`config.mk`:
```
export PLATFORM = sky130hd
export DESIGN_NAME = sad_min_search
export DESIGN_NICKNAME = d
export VERILOG_FILES = /design/src/rtl/sad_pkg.sv /design/src/rtl/sad16_pipe.sv /design/src/rtl/sad_min_search.sv
export SDC_FILE = /design/constraint.sdc
export NUM_CORES = 1
export LEC_CHECK = 0
export BUFFER_PORTS_ARGS = -buffer_cell sky130_fd_sc_hd__buf_2
export CORE_MARGIN = 8
export CORE_UTILIZATION = 35
export CTS_BUF_LIST = sky130_fd_sc_hd__clkbuf_16
export DETAILED_ROUTE_END_ITERATION = 7
export PLACE_DENSITY = 0.51
export SETUP_SLACK_MARGIN = 0.15
export SLEW_MARGIN = 10
export SYNTH_ARGS = -nofsm -noshare
export SYNTH_HDL_FRONTEND = slang
export SYNTH_HIERARCHICAL = 1
export SYNTH_SLANG_ARGS = --single-unit
```
`constraint.sdc`:
```
create_clock -name clk -period 10.8 [get_ports clk]
set_input_delay 1.08 -clock clk [delete_from_list [all_inputs] [get_ports clk]]
set_output_delay 1.08 -clock clk [all_outputs]
set_load 0.01 [all_outputs]
```
`src/rtl/sad_pkg.sv`:
```
`default_nettype none
// ============================================================================
// Module : sad_pkg
// Brief  : Shared constants, FSM state type and pixel-unpack helper for the
//          SAD minimum-search engine.
// Rev    : 1.0  initial release
// ============================================================================
package sad_pkg;

    localparam int MAX_PIX_W = 16;
    localparam int MAX_BUS_W = 16 * MAX_PIX_W;

    // Total SAD width: sixteen pixel differences need four extra bits.
    function automatic int sad_w(input int word_w);
        return word_w + 4;
    endfunction

    typedef enum logic [1:0] {
        IDLE  = 2'd0,
        RUN   = 2'd1,
        DRAIN = 2'd2,
        DONE  = 2'd3
    } state_t;

    // Pixel idx of a 16-pixel raster bus (pixel 0 in the MSBs), zero-extended.
    function automatic logic [MAX_PIX_W-1:0] pix_unpack(
        input logic [MAX_BUS_W-1:0] bus,
        input int                   pix_w,
        input int                   idx
    );
        logic [MAX_PIX_W-1:0] mask;
        mask = (MAX_PIX_W'(1) << pix_w) - MAX_PIX_W'(1);
        return MAX_PIX_W'(bus >> ((15 - idx) * pix_w)) & mask;
    endfunction

endpackage
`default_nettype wire

```
`src/rtl/sad16_pipe.sv`:
```
`default_nettype none
// ============================================================================
// Module : sad16_pipe
// Brief  : Three-stage 4x4 SAD pipeline (abs-diff, 4-input sums, total) with
//          valid bit and tag carried alongside the data.
// Rev    : 1.0  initial release
// ============================================================================
module sad16_pipe
    import sad_pkg::*;
#(
    parameter int WORD_WIDETH = 8,
    parameter int TAG_W       = 6
) (
    input  logic                            clk,
    input  logic                            rst,
    input  logic                            in_valid,
    input  logic [TAG_W-1:0]                in_tag,
    input  logic [16*WORD_WIDETH-1:0]       cur_blk,
    input  logic [16*WORD_WIDETH-1:0]       cand_blk,
    output logic                            out_valid,
    output logic [TAG_W-1:0]                out_tag,
    output logic [sad_w(WORD_WIDETH)-1:0]   out_sad
);

    localparam int PSUM_W = WORD_WIDETH + 2;
    localparam int SAD_W  = sad_w(WORD_WIDETH);

    logic [WORD_WIDETH-1:0] w_cand_pix [16];
    logic [WORD_WIDETH-1:0] w_cur_pix  [16];
    logic [WORD_WIDETH-1:0] r_ad       [16];
    logic [PSUM_W-1:0]      r_ps       [4];
    logic [SAD_W-1:0]       r_sad;
    logic                   r_v1, r_v2, r_v3;
    logic [TAG_W-1:0]       r_t1, r_t2, r_t3;

    always_comb begin
        for (int i = 0; i < 16; i++) begin
            w_cand_pix[i] = WORD_WIDETH'(pix_unpack(MAX_BUS_W'(cand_blk), WORD_WIDETH, i));
            w_cur_pix[i]  = WORD_WIDETH'(pix_unpack(MAX_BUS_W'(cur_blk), WORD_WIDETH, i));
        end
    end

    always_ff @(posedge clk) begin
        for (int i = 0; i < 16; i++) begin
            r_ad[i] <= (w_cand_pix[i] > w_cur_pix[i]) ? w_cand_pix[i] - w_cur_pix[i]
                                                      : w_cur_pix[i] - w_cand_pix[i];
        end
        for (int j = 0; j < 4; j++) begin
            r_ps[j] <= PSUM_W'(r_ad[4*j])   + PSUM_W'(r_ad[4*j+1])
                     + PSUM_W'(r_ad[4*j+2]) + PSUM_W'(r_ad[4*j+3]);
        end
        r_sad <= SAD_W'(r_ps[0]) + SAD_W'(r_ps[1]) + SAD_W'(r_ps[2]) + SAD_W'(r_ps[3]);
        r_t1  <= in_tag;
        r_t2  <= r_t1;
        r_t3  <= r_t2;
    end

    // Only the valid bits need clearing; stale data behind them is harmless.
    always_ff @(posedge clk) begin
        if (rst) begin
            r_v1 <= 1'b0;
            r_v2 <= 1'b0;
            r_v3 <= 1'b0;
        end else begin
            r_v1 <= in_valid;
            r_v2 <= r_v1;
            r_v3 <= r_v2;
        end
    end

    assign out_valid = r_v3;
    assign out_tag   = r_t3;
    assign out_sad   = r_sad;

endmodule
`default_nettype wire

```
`src/rtl/sad_min_search.sv`:
```
`default_nettype none
// ============================================================================
// Module : sad_min_search
// Brief  : Search control FSM, candidate index counter, current-block latch
//          and strict-minimum tracker around the SAD pipeline.
// Rev    : 1.0  initial release
// ============================================================================
module sad_min_search
    import sad_pkg::*;
#(
    parameter int WORD_WIDETH = 8,
    parameter int SR_XW       = 3,
    parameter int SR_YW       = 3
) (
    input  logic                            clk,
    input  logic                            rst,
    input  logic                            start,
    input  logic [16*WORD_WIDETH-1:0]       cur_blk,
    input  logic                            cand_valid,
    input  logic [16*WORD_WIDETH-1:0]       cand_blk,
    output logic                            cand_ready,
    output logic                            busy,
    output logic                            done,
    output logic [sad_w(WORD_WIDETH)-1:0]   best_sad,
    output logic [SR_XW-1:0]                best_x,
    output logic [SR_YW-1:0]                best_y
);

    localparam int              TAG_W    = SR_XW + SR_YW;
    localparam int              SAD_W    = sad_w(WORD_WIDETH);
    localparam logic [TAG_W-1:0] LAST_IDX = '1;

    state_t                     r_state, w_next;
    logic [TAG_W-1:0]           r_cnt;
    logic [16*WORD_WIDETH-1:0]  r_cur;
    logic                       w_accept, w_start_ok;
    logic                       w_pipe_valid;
    logic [TAG_W-1:0]           w_pipe_tag;
    logic [SAD_W-1:0]           w_pipe_sad;

    assign w_accept   = cand_valid && (r_state == RUN);
    assign w_start_ok = start && (r_state == IDLE);

    always_ff @(posedge clk) begin
        if (rst) r_state <= IDLE;
        else     r_state <= w_next;
    end

    always_comb begin
        w_next     = r_state;
        cand_ready = 1'b0;
        busy       = 1'b0;
        done       = 1'b0;
        case (r_state)
            IDLE:  if (start) w_next = RUN;
            RUN: begin
                cand_ready = 1'b1;
                busy       = 1'b1;
                if (cand_valid && (r_cnt == LAST_IDX)) w_next = DRAIN;
            end
            // Tags arrive in index order, so the last one marks an empty pipe.
            DRAIN: begin
                busy = 1'b1;
                if (w_pipe_valid && (w_pipe_tag == LAST_IDX)) w_next = DONE;
            end
            DONE: begin
                done   = 1'b1;
                w_next = IDLE;
            end
            default: w_next = IDLE;
        endcase
    end

    always_ff @(posedge clk) begin
        if (w_start_ok) r_cur <= cur_blk;
    end

    always_ff @(posedge clk) begin
        if (rst || w_start_ok) begin
            r_cnt    <= '0;
            best_sad <= '1;
            best_x   <= '0;
            best_y   <= '0;
        end else begin
            if (w_accept) r_cnt <= r_cnt + TAG_W'(1);
            // Strict compare keeps the earliest raster index on ties.
            if (w_pipe_valid && (w_pipe_sad < best_sad)) begin
                best_sad <= w_pipe_sad;
                best_x   <= w_pipe_tag[SR_XW-1:0];
                best_y   <= w_pipe_tag[TAG_W-1:SR_XW];
            end
        end
    end

    sad16_pipe #(
        .WORD_WIDETH (WORD_WIDETH),
        .TAG_W       (TAG_W)
    ) u_pipe (
        .clk       (clk),
        .rst       (rst),
        .in_valid  (w_accept),
        .in_tag    (r_cnt),
        .cur_blk   (r_cur),
        .cand_blk  (cand_blk),
        .out_valid (w_pipe_valid),
        .out_tag   (w_pipe_tag),
        .out_sad   (w_pipe_sad)
    );

endmodule
`default_nettype wire
```
* Word level (Yosys, flattened, before mapping)
Memory sizes are Yosys's and may differ from the RTL's.
Cells that the tools add are included.
** Word-level totals
- Memories :: 2
- Word-level logic and storage cells :: 120
- Memory bits (writable) :: 168
- Output and inout bits :: 21
- Register bits :: 187
** Memory list
- u_pipe.r_ad :: words 16, bits a word 8, read ports 16, clocked after Yosys merged registers in 0, write ports 16, RTL line sad16_pipe.sv:30 : logic [WORD_WIDETH-1:0] r_ad [16];
- u_pipe.r_ps :: words 4, bits a word 10, read ports 4, clocked after Yosys merged registers in 0, write ports 4, RTL line sad16_pipe.sv:31 : logic [PSUM_W-1:0] r_ps [4];
** Operators by class
- Add/sub/neg operators :: 48
- Order comparisons :: 17
- Muxes and demuxes :: 23
- Eq/ne operators :: 8
- Reduce and logical (&&, ||, !) cells :: 9
** Operators with widths (count)
- $sub A8 B8 Y8 :: 32
- $gt A8 B8 Y1 :: 16
- $mux W8 :: 16
- $add A10 B8 Y10 :: 4
- $add A9 B8 Y10 :: 4
- $add A8 B8 Y9 :: 4
- $add A11 B10 Y12 :: 1
- $add A12 B10 Y12 :: 1
- $eq A6 B6 Y1 const B :: 2
- $lt A12 B12 Y1 :: 1
- $add A10 B10 Y11 :: 1
- $pmux W2 S4 :: 1
- $add A6 B1 Y6 const B :: 1
- $mux W2 :: 3
- $logic_and A1 B1 Y1 :: 5
- $eq A2 B2 Y1 const B :: 2
- $ne A2 B2 Y1 const B :: 2
- $mux W1 :: 3
- $reduce_and A3 Y1 :: 1
- $eq A2 B1 Y1 const B :: 1
- $logic_not A2 Y1 :: 1
- $ne A2 B1 Y1 const B :: 1
- $reduce_or A2 Y1 :: 1
- $logic_or A1 B1 Y1 :: 1

* Logic depth before layout (Yosys ltp)
- Depth after elaboration :: 4
- Gate-level depth with buffers :: 15

* Cells and area by module
Netlist, hierarchy kept.
** Modules (own cells, without submodules)
- sad16_pipe :: seq. area each 4023.9 µm², times used 1, area an instance 19287.2 µm², cells each 2142
- sad_min_search :: seq. area each 4364.2 µm², times used 1, area an instance 5421.4 µm², cells each 303

* Worst setup path after synthesis
Ideal clock, no wire load.
- Path kind :: input to register
- Start :: in start
- End :: reg r_cnt[0]
- Setup slack :: 5.951 ns
- Cell stages on the path :: 4
- Arrival :: 4.721 ns
- Path buffers :: 1
- Path through :: and2_1 > or2_1 > clkbuf_1 > nor2_1
** On the way
- Cells in the longest elaborated chain, start to end :: 2
** Ends and longest elaborated chain
- start, declared :: RTL line sad_min_search.sv:17 : input logic start,
- $logic_and A1 B1 Y1 :: RTL line sad_min_search.sv:42 : assign w_start_ok = start && (r_state == IDLE);
- $logic_or A1 B1 Y1 :: RTL line sad_min_search.sv:79 : if (rst || w_start_ok) begin
- end signal, assigned :: RTL line sad_min_search.sv:85 : if (w_accept) r_cnt <= r_cnt + TAG_W'(1);
- end, declared :: RTL line sad_min_search.sv:34 : logic [TAG_W-1:0] r_cnt;
No other way between the ends.
A chain may end at the register's enable or synchronous reset.

==> summary.txt <==
Floorplanning
  • FP Rows: 97
  • Chip width: 281.7 um
  • Starting Density: a little over a third
  • Die height: 281.7 um
  • Total core area: about 70000 um^2
  • I/O pins: ~280
  • Die footprint: about 79000 um^2

Route
  • Via-to-Cell Ratio: approximately 4.9
  • 1st-iter DRT viols: between 900 and 1000
  • Vias: roughly 18000
  • TritonRoute pass-1 iters: 5
  • ANT nets after route: 0
  • Avg WL per Cell: roughly 16 um
  • Final WL: 59100 um
  • # DRC: 0

Setup path
  • Crit Path Class: reg2reg
  • Req. time, crit path: 11.23 ns
  • Crit path max fanout: 6
  • Critical path launch point type: flop
  • Worst endpoint data arrival time: 4.03 ns
  • Crit path capture type: flop

Synth
  • Most frequently used flop master after synthesis: dfxtp_1
  • Yosys cell types: 89
  • Cells after synthesis: ~2400
  • Synthesized area per cell: around 10 um^2
  • Top cell type's share of synthesized area: between 15 and 20%
  • Mapped Nets: roughly 3100
  • Post-synthesis cell area: approximately 25000 um^2
  • Number of synthesized flops with an enable pin: roughly 130
  • Yosys reg bits: around 360
  • Largest cells by area after synthesis: dfxtp_1 18%, ha_1 17%, edfxtp_1 16%, fa_1 6.8%, inv_1 5.9%
  • Sequential share of the synthesized area: approximately 34%
  • Yosys warns: 6
  • Leading area contributor after synthesis: dfxtp_1
  • Async S/R FF share, synth: 0%

STA
  • Final period util: between 30% and 40%
  • RSZ-0062 raised after global routing: false
  • Slew @ Worst Pin: 0.9738 ns
  • Slew headroom: about a third
  • Setup Viol. Count Final: 0
  • Worst setup margin: ~7.2 ns
  • Fin. max-slew vios: 0
  • Shortest period the worst path allows: between 3 and 4 ns
  • Worst hold slack: around 0.32 ns
  • Fin Setup TNS: 0 ns
  • Endpoints failing hold: 0
  • FMAX: 278.0 MHz
  • Clock Skew: about 0.020 ns

Clock network
  • Post-CTS sizing: 0
  • Clock latency on the worst-skew pair: between 0.5 and 0.6 ns
  • CTS H-tree depth: 2
  • CTS Buf Count: 46
  • CTS tree: done
  • Clk slew on worst S/H paths: roughly 0.06 ns
  • Hold_buf cts: 0
  • Post-CTS Setup Bufs: 0
  • # clock sinks: between 300 and 400
  • Longest Clk Path Bufs: 3
  • Root Buffer: clkbuf_16

Run status
  • Outcome: complete, no violations

Place
  • Post-DP Area: around 27000 um^2
  • PortBufs: between 200 and 300
  • Pre-CTS WS: 7.244 ns
  • Final Wtd Congestion: 0.8715
  • Placed insts: roughly 3600
  • Hpwl dp: ~48000 um

Pwr
  • P_leak: roughly 14 nW
  • Total power: ~11 mW
  • Worst VDD drop: between 0.2 and 0.3 mV
  • PwrDens: between 300 and 400 nW/um^2

Global routing
  • Gr ovfl total: 0
  • Vias in the first global route: between 15000 and 20000
  • Initial antenna violation count: 2
  • First-pass GRT wire length: just under 100000 um
  • Overall Global Routing Usage: 14.61%
  • Largest net degree at the start of global routing: 58

Flow run
  • MaxCap Viol Count: 0

Final layout
  • Post-layout instance area: about 28000 um^2
  • Commonest non-fill, non-tap cell in the layout: inv_1
  • Post-Layout Cell Count: 3682
  • Final nets: about 3400
  • Area growth syn-to-layout: 14.86%
  • Most frequent cells in the layout: 399 x inv_1, 341 x ha_1, 280 x buf_2
  • Post-Route Utilization: roughly 40%
  • Ratio of cells with drive above 1 in the final layout: between 10% and 20%

Worst hold path
  • Hold WC Path Type: reg2reg
-- metal layers --
metal / share of wire, % / GRT usage, %
met2: 49 / 25.88
met4: 2.5 / 4.304
met5: 0 / 0
met3: 4.5 / 2.606
met1: 44 / 18.02
-- layout make-up --
cell class	instances	area, um^2
Sequential cell	355	8388
Multi-Input combinational cell	1633	14490
Fill cell	7047	41650
Antenna cell	1	2.502
Timing Repair Buffer	282	1416
Clock inverter	31	152.6
Clock buffer	52	1301
Inverter	388	1456
Tap cell	940	1176
-- sequential cells by signal, indices dropped and copies added (netlist names) --
name              cells
r_cur               128
u_pipe/r_ad         128
u_pipe/r_ps          40
best_sad             12
u_pipe/out_sad       12
r_cnt                 6
u_pipe/out_tag        6
u_pipe/r_t1           6
u_pipe/r_t2           6
best_x                3
best_y                3
r_state               2
u_pipe/out_valid      1
u_pipe/r_v1           1
u_pipe/r_v2           1
-- Yosys cell counts (9+ instances only) --
| cell | number |
|---|---|
| nand3_1 | 9 |
| nand4_1 | 19 |
| nand2b_1 | 15 |
| nor4_1 | 21 |
| and4_1 | 11 |
| dfxtp_1 | 227 |
| clkbuf_1 | 18 |
| o21ai_1 | 16 |
| nor2_1 | 76 |
| fa_1 | 84 |
| edfxtp_1 | 128 |
| a211oi_1 | 29 |
| a21boi_0 | 14 |
| nand2_1 | 89 |
| a21oi_1 | 141 |
| xnor2_1 | 61 |
| buf_2 | 34 |
| or4_1 | 9 |
| mux2i_1 | 88 |
| o31ai_1 | 16 |
| o21a_1 | 17 |
| a31oi_1 | 57 |
| or3_1 | 12 |
| buf_4 | 10 |
| inv_1 | 388 |
| a21o_1 | 95 |
| a221oi_1 | 16 |
| nand3b_1 | 26 |
| xor2_1 | 71 |
| o21ai_0 | 100 |
| nor2b_1 | 26 |
| ha_1 | 341 |
| nor3_1 | 20 |
-- path summary, 6_finish.rpt --
path                     startpoint            endpoint  slack [ns]  depth (start not counted)
setup / recovery  u_pipe/r_ps[1][0]  u_pipe/out_sad[11]        7.20                         13
hold / removal       u_pipe/r_t2[0]   u_pipe/out_tag[0]        0.32                          0
setup reg to reg  u_pipe/r_ps[1][0]  u_pipe/out_sad[11]        7.20                         13
hold reg to reg      u_pipe/r_t2[0]   u_pipe/out_tag[0]        0.32                          0
-- critical path: stages (launching register included) --
cell,delay [ns]
dfxtp_1,0.30
ha_1,0.23
fa_1,0.42
a21oi_1,0.17
nor2b_1,0.08
o31ai_1,0.29
nor2b_1,0.25
xor2_1,0.11
fa_1,0.49
inv_1,0.04
ha_1,0.37
a21o_1,0.23
a211oi_1,0.34
o21ai_0,0.14
-- kinds of logic after synthesis --
| kind of cell | share of synthesized area [%] |
|---|---|
| AO/OA/AOI/OAI | 17.51 |
| AND/OR/NAND/NOR | 8.715 |
| XOR/XNOR | 4.679 |
| adder cells (fa/ha/maj) | 24.07 |
| buffers and inverters | 7.469 |
| flip-flops | 33.95 |
| multiplexers | 3.610 |
-- power breakdown --
| part | leakage [nW] | switching, mW | internal, mW |
|---|---|---|---|
| sequential | 3.12 | 0.246 | 2.03 |
| combinational | 9.90 | 3.89 | 3.21 |
| clock | 0.767 | 0.598 | 0.860 |
| total | 13.8 | 4.73 | 6.10 |
Power figures use the tool's default switching activity.
